===== src/rtl/cmp_pkg.sv =====
// Shared constants and types for the iterative comparator: flag bit positions,
// controller state encoding and the signed-mode selector value.
package cmp_pkg;

   localparam int FLAG_W   = 5;
   localparam int FLAG_EQ  = 4;
   localparam int FLAG_LT  = 3;
   localparam int FLAG_LTU = 2;
   localparam int FLAG_GE  = 1;
   localparam int FLAG_GEU = 0;

   localparam logic MODE_SIGNED = 1'b1;

   typedef enum logic [1:0] {
      IDLE = 2'd0,
      BUSY = 2'd1,
      DONE = 2'd2
   } state_e;

endpackage


===== src/rtl/cmp_chunk.sv =====
// Combinational unsigned compare of one operand slice; the iterative
// controller feeds it one chunk per cycle, MSB chunk first.
module cmp_chunk #(
   parameter int W = 16
) (
   input  logic [W-1:0] a_i,
   input  logic [W-1:0] b_i,
   output logic         eq_o,
   output logic         lt_o
);

   assign eq_o = (a_i == b_i);
   assign lt_o = (a_i < b_i);

endmodule


===== src/rtl/cmp_iter.sv =====
// Iterative signed/unsigned comparator: walks CHUNK_WIDTH-bit slices from the
// MSB end, latching the first difference, then publishes flags and min/max.
module cmp_iter
   import cmp_pkg::*;
#(
   parameter int DATA_WIDTH  = 64,
   parameter int CHUNK_WIDTH = 16,
   parameter int NUM_CHUNKS  = DATA_WIDTH / CHUNK_WIDTH
) (
   input  logic                  in_clk,
   input  logic                  in_rst,
   input  logic                  in_valid,
   output logic                  out_ready,
   input  logic [DATA_WIDTH-1:0] in_numA,
   input  logic [DATA_WIDTH-1:0] in_numB,
   input  logic                  in_signed,
   output logic                  out_valid,
   input  logic                  in_ready,
   output logic [DATA_WIDTH-1:0] out_result,
   output logic [DATA_WIDTH-1:0] out_min,
   output logic [DATA_WIDTH-1:0] out_max,
   output logic [FLAG_W-1:0]     out_flag
);

   localparam int CNT_W = (NUM_CHUNKS > 1) ? $clog2(NUM_CHUNKS) : 1;
   localparam int MUX_N = 1 << CNT_W;

   state_e                  state_q, state_d;
   logic [DATA_WIDTH-1:0]   a_q, a_d, b_q, b_d;
   logic                    mode_q, mode_d;
   logic                    sign_a_q, sign_a_d, sign_b_q, sign_b_d;
   logic                    decided_q, decided_d;
   logic                    lt_u_q, lt_u_d;
   logic [CNT_W-1:0]        cnt_q, cnt_d;
   logic [DATA_WIDTH-1:0]   result_q, result_d;
   logic [DATA_WIDTH-1:0]   min_q, min_d, max_q, max_d;
   logic [FLAG_W-1:0]       flag_q, flag_d;

   logic [CHUNK_WIDTH-1:0]  chunk_a [MUX_N];
   logic [CHUNK_WIDTH-1:0]  chunk_b [MUX_N];
   logic                    chunk_eq, chunk_lt;
   logic                    decided_nx, lt_u_nx, lt_s_nx, lt_mode;
   logic [FLAG_W-1:0]       flag_nx;

   // Mux table padded to a power of two so the counter indexes it exactly.
   genvar gi;
   generate
      for (gi = 0; gi < MUX_N; gi++) begin : g_chunk
         if (gi < NUM_CHUNKS) begin : g_live
            assign chunk_a[gi] = a_q[gi*CHUNK_WIDTH +: CHUNK_WIDTH];
            assign chunk_b[gi] = b_q[gi*CHUNK_WIDTH +: CHUNK_WIDTH];
         end else begin : g_pad
            assign chunk_a[gi] = '0;
            assign chunk_b[gi] = '0;
         end
      end
   endgenerate

   cmp_chunk #(.W(CHUNK_WIDTH)) u_chunk (
      .a_i  (chunk_a[cnt_q]),
      .b_i  (chunk_b[cnt_q]),
      .eq_o (chunk_eq),
      .lt_o (chunk_lt)
   );

   // Signed order needs only the captured sign bits: differing signs decide
   // outright, equal signs reduce to the unsigned order.
   always_comb begin
      decided_nx = decided_q | ~chunk_eq;
      lt_u_nx    = decided_q ? lt_u_q : chunk_lt;
      lt_s_nx    = (sign_a_q != sign_b_q) ? sign_a_q : lt_u_nx;
      lt_mode    = (mode_q == MODE_SIGNED) ? lt_s_nx : lt_u_nx;
      flag_nx            = '0;
      flag_nx[FLAG_EQ]   = ~decided_nx;
      flag_nx[FLAG_LT]   = lt_s_nx;
      flag_nx[FLAG_LTU]  = lt_u_nx;
      flag_nx[FLAG_GE]   = ~lt_s_nx;
      flag_nx[FLAG_GEU]  = ~lt_u_nx;
   end

   always_comb begin
      state_d   = state_q;
      a_d       = a_q;
      b_d       = b_q;
      mode_d    = mode_q;
      sign_a_d  = sign_a_q;
      sign_b_d  = sign_b_q;
      decided_d = decided_q;
      lt_u_d    = lt_u_q;
      cnt_d     = cnt_q;
      result_d  = result_q;
      min_d     = min_q;
      max_d     = max_q;
      flag_d    = flag_q;
      case (state_q)
         IDLE: begin
            if (in_valid) begin
               a_d       = in_numA;
               b_d       = in_numB;
               mode_d    = in_signed;
               sign_a_d  = in_numA[DATA_WIDTH-1];
               sign_b_d  = in_numB[DATA_WIDTH-1];
               decided_d = 1'b0;
               lt_u_d    = 1'b0;
               cnt_d     = CNT_W'(NUM_CHUNKS - 1);
               state_d   = BUSY;
            end
         end
         BUSY: begin
            decided_d = decided_nx;
            lt_u_d    = lt_u_nx;
            if (cnt_q == '0) begin
               result_d = DATA_WIDTH'(lt_mode);
               min_d    = lt_mode ? a_q : b_q;
               max_d    = lt_mode ? b_q : a_q;
               flag_d   = flag_nx;
               state_d  = DONE;
            end else begin
               cnt_d = cnt_q - 1'b1;
            end
         end
         DONE: begin
            if (in_ready) begin
               state_d = IDLE;
            end
         end
         default: state_d = IDLE;
      endcase
   end

   always_ff @(posedge in_clk or posedge in_rst) begin
      if (in_rst) begin
         state_q   <= IDLE;
         a_q       <= '0;
         b_q       <= '0;
         mode_q    <= 1'b0;
         sign_a_q  <= 1'b0;
         sign_b_q  <= 1'b0;
         decided_q <= 1'b0;
         lt_u_q    <= 1'b0;
         cnt_q     <= '0;
         result_q  <= '0;
         min_q     <= '0;
         max_q     <= '0;
         flag_q    <= '0;
      end else begin
         state_q   <= state_d;
         a_q       <= a_d;
         b_q       <= b_d;
         mode_q    <= mode_d;
         sign_a_q  <= sign_a_d;
         sign_b_q  <= sign_b_d;
         decided_q <= decided_d;
         lt_u_q    <= lt_u_d;
         cnt_q     <= cnt_d;
         result_q  <= result_d;
         min_q     <= min_d;
         max_q     <= max_d;
         flag_q    <= flag_d;
      end
   end

   assign out_ready  = (state_q == IDLE);
   assign out_valid  = (state_q == DONE);
   assign out_result = result_q;
   assign out_min    = min_q;
   assign out_max    = max_q;
   assign out_flag   = flag_q;

endmodule


===== config.mk =====
export PLATFORM = sky130hd
export DESIGN_NAME = cmp_iter
export DESIGN_NICKNAME = d
export VERILOG_FILES = /design/src/rtl/cmp_pkg.sv /design/src/rtl/cmp_chunk.sv /design/src/rtl/cmp_iter.sv
export SDC_FILE = /design/constraint.sdc
export NUM_CORES = 1
export LEC_CHECK = 0
export ABC_AREA = 1
export CAP_MARGIN = 10
export CORE_MARGIN = 3
export CORE_UTILIZATION = 55
export CTS_CLUSTER_DIAMETER = 150
export CTS_CLUSTER_SIZE = 24
export DETAILED_ROUTE_END_ITERATION = 12
export MAX_ROUTING_LAYER = met4
export PLACE_DENSITY = 0.84
export SLEW_MARGIN = 20
export SYNTH_ARGS = -nofsm -noshare
export SYNTH_HDL_FRONTEND = slang
export SYNTH_SLANG_ARGS = --single-unit

===== constraint.sdc =====
create_clock -name in_clk -period 23.2 [get_ports in_clk]
set_input_delay 4.64 -clock in_clk [delete_from_list [all_inputs] [get_ports in_clk]]
set_output_delay 4.64 -clock in_clk [all_outputs]
set_load 0.01 [all_outputs]

==> flow_metrics.tcl <==
set metrics [dict create \
    status "finished, final reports clean" \
    post-route-drc-count 0 \
    ios 332 \
    syn_area_mm2 0.01445 \
    area_growth_pct 18.43 \
    layout_setup_ws_ps 15910 \
    io_buffers 268 \
    grt_pass1_vias 12100 \
    ant_nets 0 \
    max-slew-margin-rel_pct 32.91 \
    cts_num_sinks 269 \
    start_util_pct 56.72 \
    initialDrtViolationCount 1257 \
    grt_pass1_wl_um 65900 \
    dr.pass1.iters 7 \
    cp.required_ps 23590 \
    cts_setup_buffers 0 \
    grt_max_degree 130 \
    die_y_um 168.1 \
    hp-start "out_max[23]$_DFFE_PP0P_" \
    gp_congestion 0.9491 \
    rows 58 \
    grt_usage_pct 29.84 \
    tightest_slew_ps 1006 \
    yosysUniqueCellTypes 30 \
    setup_viol 0 \
    ys_warn_count 0 \
    synth_seq_cells 269 \
    nets 2074 \
    synthCells 1745 \
    fp.coreArea_mm2 0.02547 \
    crit_path_end_kind "flop" \
    cts_hold_buffers 0 \
    fin_crit_sh_pct 31.41 \
    critical_path_class "input port to flop" \
    clockBufferDepth 3 \
    holdCritPathClass "flop to flop" \
    final_layout_size_suffix_gt1_share_pct 12.58 \
    reg2reg_depth 18 \
    slew_violations 0 \
    rsz0062_at_grt "no" \
    htree_levels 1 \
    vias 12430 \
    max_freq_mhz 137.2 \
    hold_viol 0 \
    vdd_drop_max_mv 0.2718 \
    dpl.hpwl_um 29720 \
    numCtsBuffers 15 \
    whs_path_depth 2 \
    utilization_pct 67.18 \
    cts_resized 0 \
    dp_slack_ps 15390 \
    wl_um 42000 \
    setup.worst_path.start_class "input port" \
    rr_endpoint "out_max[27]$_DFFE_PP0P_" \
    holdPathEnd "out_max[23]$_DFFE_PP0P_" \
    avgSynthCellArea_um2 8.280 \
    die-area_mm2 0.02825 \
    cts_root_buffer "clkbuf_16" \
    p_leak_nw 8.179 \
    cts_tree "built" \
    reg2reg_slack_ps 18370 \
    ys_seq_area_share_pct 46.59 \
    grt_overflow_total 0 \
    min_period_ps 7286 \
    cp.arrival_ps 7670 \
    die_w_um 168.1 \
    clock_skew_ps 30.22 \
    worst-path-max-fanout 106 \
    wl_per_cell_um 18.62 \
    clk_latency_ps 500 \
    drv_cap 0 \
    grt_antenna_before_repair 1 \
    power_density_mw_per_mm2 156.6 \
    fin_tns_setup_ps 0 \
    cts.clk_slew.worst_paths_ps 100 \
    timing.rr.start "cnt_q[1]$_DFFE_PP0P_" \
    viasPerCell 5.511 \
]
==> cells in the mapped netlist <==
master,instances,area [um^2]
nand2_1,348,1306
dfrtp_1,269,6731
a21oi_1,213,1066
nand3_1,161,805.8
inv_1,143,536.8
nor2_1,142,533.0
nand2_2,103,644.4
nand3_2,101,1011
buf_4,79,593.1
clkbuf_1,60,225.2
o21ai_0,52,260.3
buf_2,23,115.1
ha_1,17,212.7
buf_12,11,220.2
buf_6,5,56.30
buf_1,3,11.26
o21a_1,2,15.01
a21o_1,1,7.510
a21oi_2,1,8.760
a31oi_1,1,6.260
clkinv_1,1,3.750
conb_1,1,3.750
inv_2,1,3.750
mux2_2,1,11.26
nand2_4,1,11.26
nand3_4,1,17.52
nor2_4,1,11.26
nor3_1,1,5.000
o21bai_1,1,7.510
o31ai_1,1,7.510
==> cells in the final DEF, fill, tap and decap left out, types with 2 or more instances in the layout <==
| cell type | synthesis | routed |
|---|---|---|
| nand2_1 | 348 | 347 |
| nand2_2 | 103 | 102 |
| ha_1 | 17 | 17 |
| nand3_1 | 161 | 161 |
| nand2_4 | 1 | 2 |
| buf_4 | 79 | 11 |
| clkdlybuf4s50_1 | 0 | 268 |
| clkbuf_16 | 0 | 15 |
| a21oi_1 | 213 | 213 |
| dfrtp_1 | 269 | 268 |
| conb_1 | 1 | 63 |
| nor2_1 | 142 | 142 |
| o21ai_0 | 52 | 52 |
| nand3_2 | 101 | 101 |
| inv_1 | 143 | 142 |
| o21a_1 | 2 | 2 |
==> worst max-delay path: stages <==
cell and delay [ps]:
clkdlybuf4s50_1 450, nand2_4 440, buf_4 860, buf_4 880
nor2_1 110, a21oi_1 160
==> flip-flops by register name, indices dropped and copies added, names as in the netlist <==
signal and count:
b_q 64, a_q 64, out_flag 5, out_result 1, lt_u_q 1, decided_q 1, cnt_q 2, mode_q 1
out_min 64, state_q 2, out_max 64
==> per-layer routing <==
| metal | wire (um) | GRT usage [%] | vias up |
|---|---|---|---|
| li1 | - | - | 5809 |
| met1 | 18180 | 43.05 | 5905 |
| met2 | 19070 | 44.76 | 630 |
| met3 | 3438 | 3.757 | 84 |
| met4 | 1306 | 8.787 | 0 |
| met5 | 0 | - | - |
==> logic make-up (layout without fill, tap and decap cells) <==
| family | count (synthesis) | count (layout) | share of synthesized area [%] |
|---|---|---|---|
| flip-flops | 269 | 269 | 46.59 |
| multiplexers | 1 | 1 | 0.07793 |
| other | 1 | 64 | 0.02595 |
| AND/OR/NAND/NOR | 859 | 859 | 30.07 |
| AO/OA/AOI/OAI | 272 | 272 | 9.543 |
| buffers and inverters | 326 | 443 | 12.22 |
| adder cells (fa/ha/maj) | 17 | 17 | 1.472 |
==> area by class of cell <==
type	instances	area (um^2)
repair buffers	281	2804
well taps	330	412.9
clock inverters	1	20.02
multi-input cells	1212	6206
diodes	1	2.502
flip-flops and latches	269	6733
inverters	145	554.3
fillers	2083	8361
clock buffers	16	379.1
==> through the flow <==
stage / total power [mW] / instance area [um^2] / std cells / hold slack [ps]
finish: 2.679 / 17110 / 2255 / 488.6
global route: 2.883 / 17110 / 2255 / 507.4
CTS: 2.668 / 17080 / 2253 / 488.6
detailed placement: 2.387 / 16680 / 2236 / 464.4
global placement: 2.339 / 16680 / 2236 / 463.5
floorplan: 1.969 / 14680 / 1807 / 473.9
==> power breakdown <==
group | switching (mW) | leakage, nW | total, mW | internal (mW)
Combinational | 1.01 | 4.85 | 1.57 | 0.566
Clock | 0.154 | 0.196 | 0.274 | 0.120
Sequential | 0.140 | 3.13 | 0.831 | 0.691
==> how the worst max path moves through the flow <==
stage / from / end / depth (start not counted)
finish: in_valid / a_q[38]$_DFFE_PP0P_ / 6
global route: in_rst / out_max[19]$_DFFE_PP0P_ / 4
CTS: in_rst / out_max[15]$_DFFE_PP0P_ / 4
detailed placement: in_rst / out_max[23]$_DFFE_PP0P_ / 4
global placement: in_rst / out_max[22]$_DFFE_PP0P_ / 4
floorplan: in_rst / a_q[0]$_DFFE_PP0P_ / 1
Power figures use the tool's default switching activity.
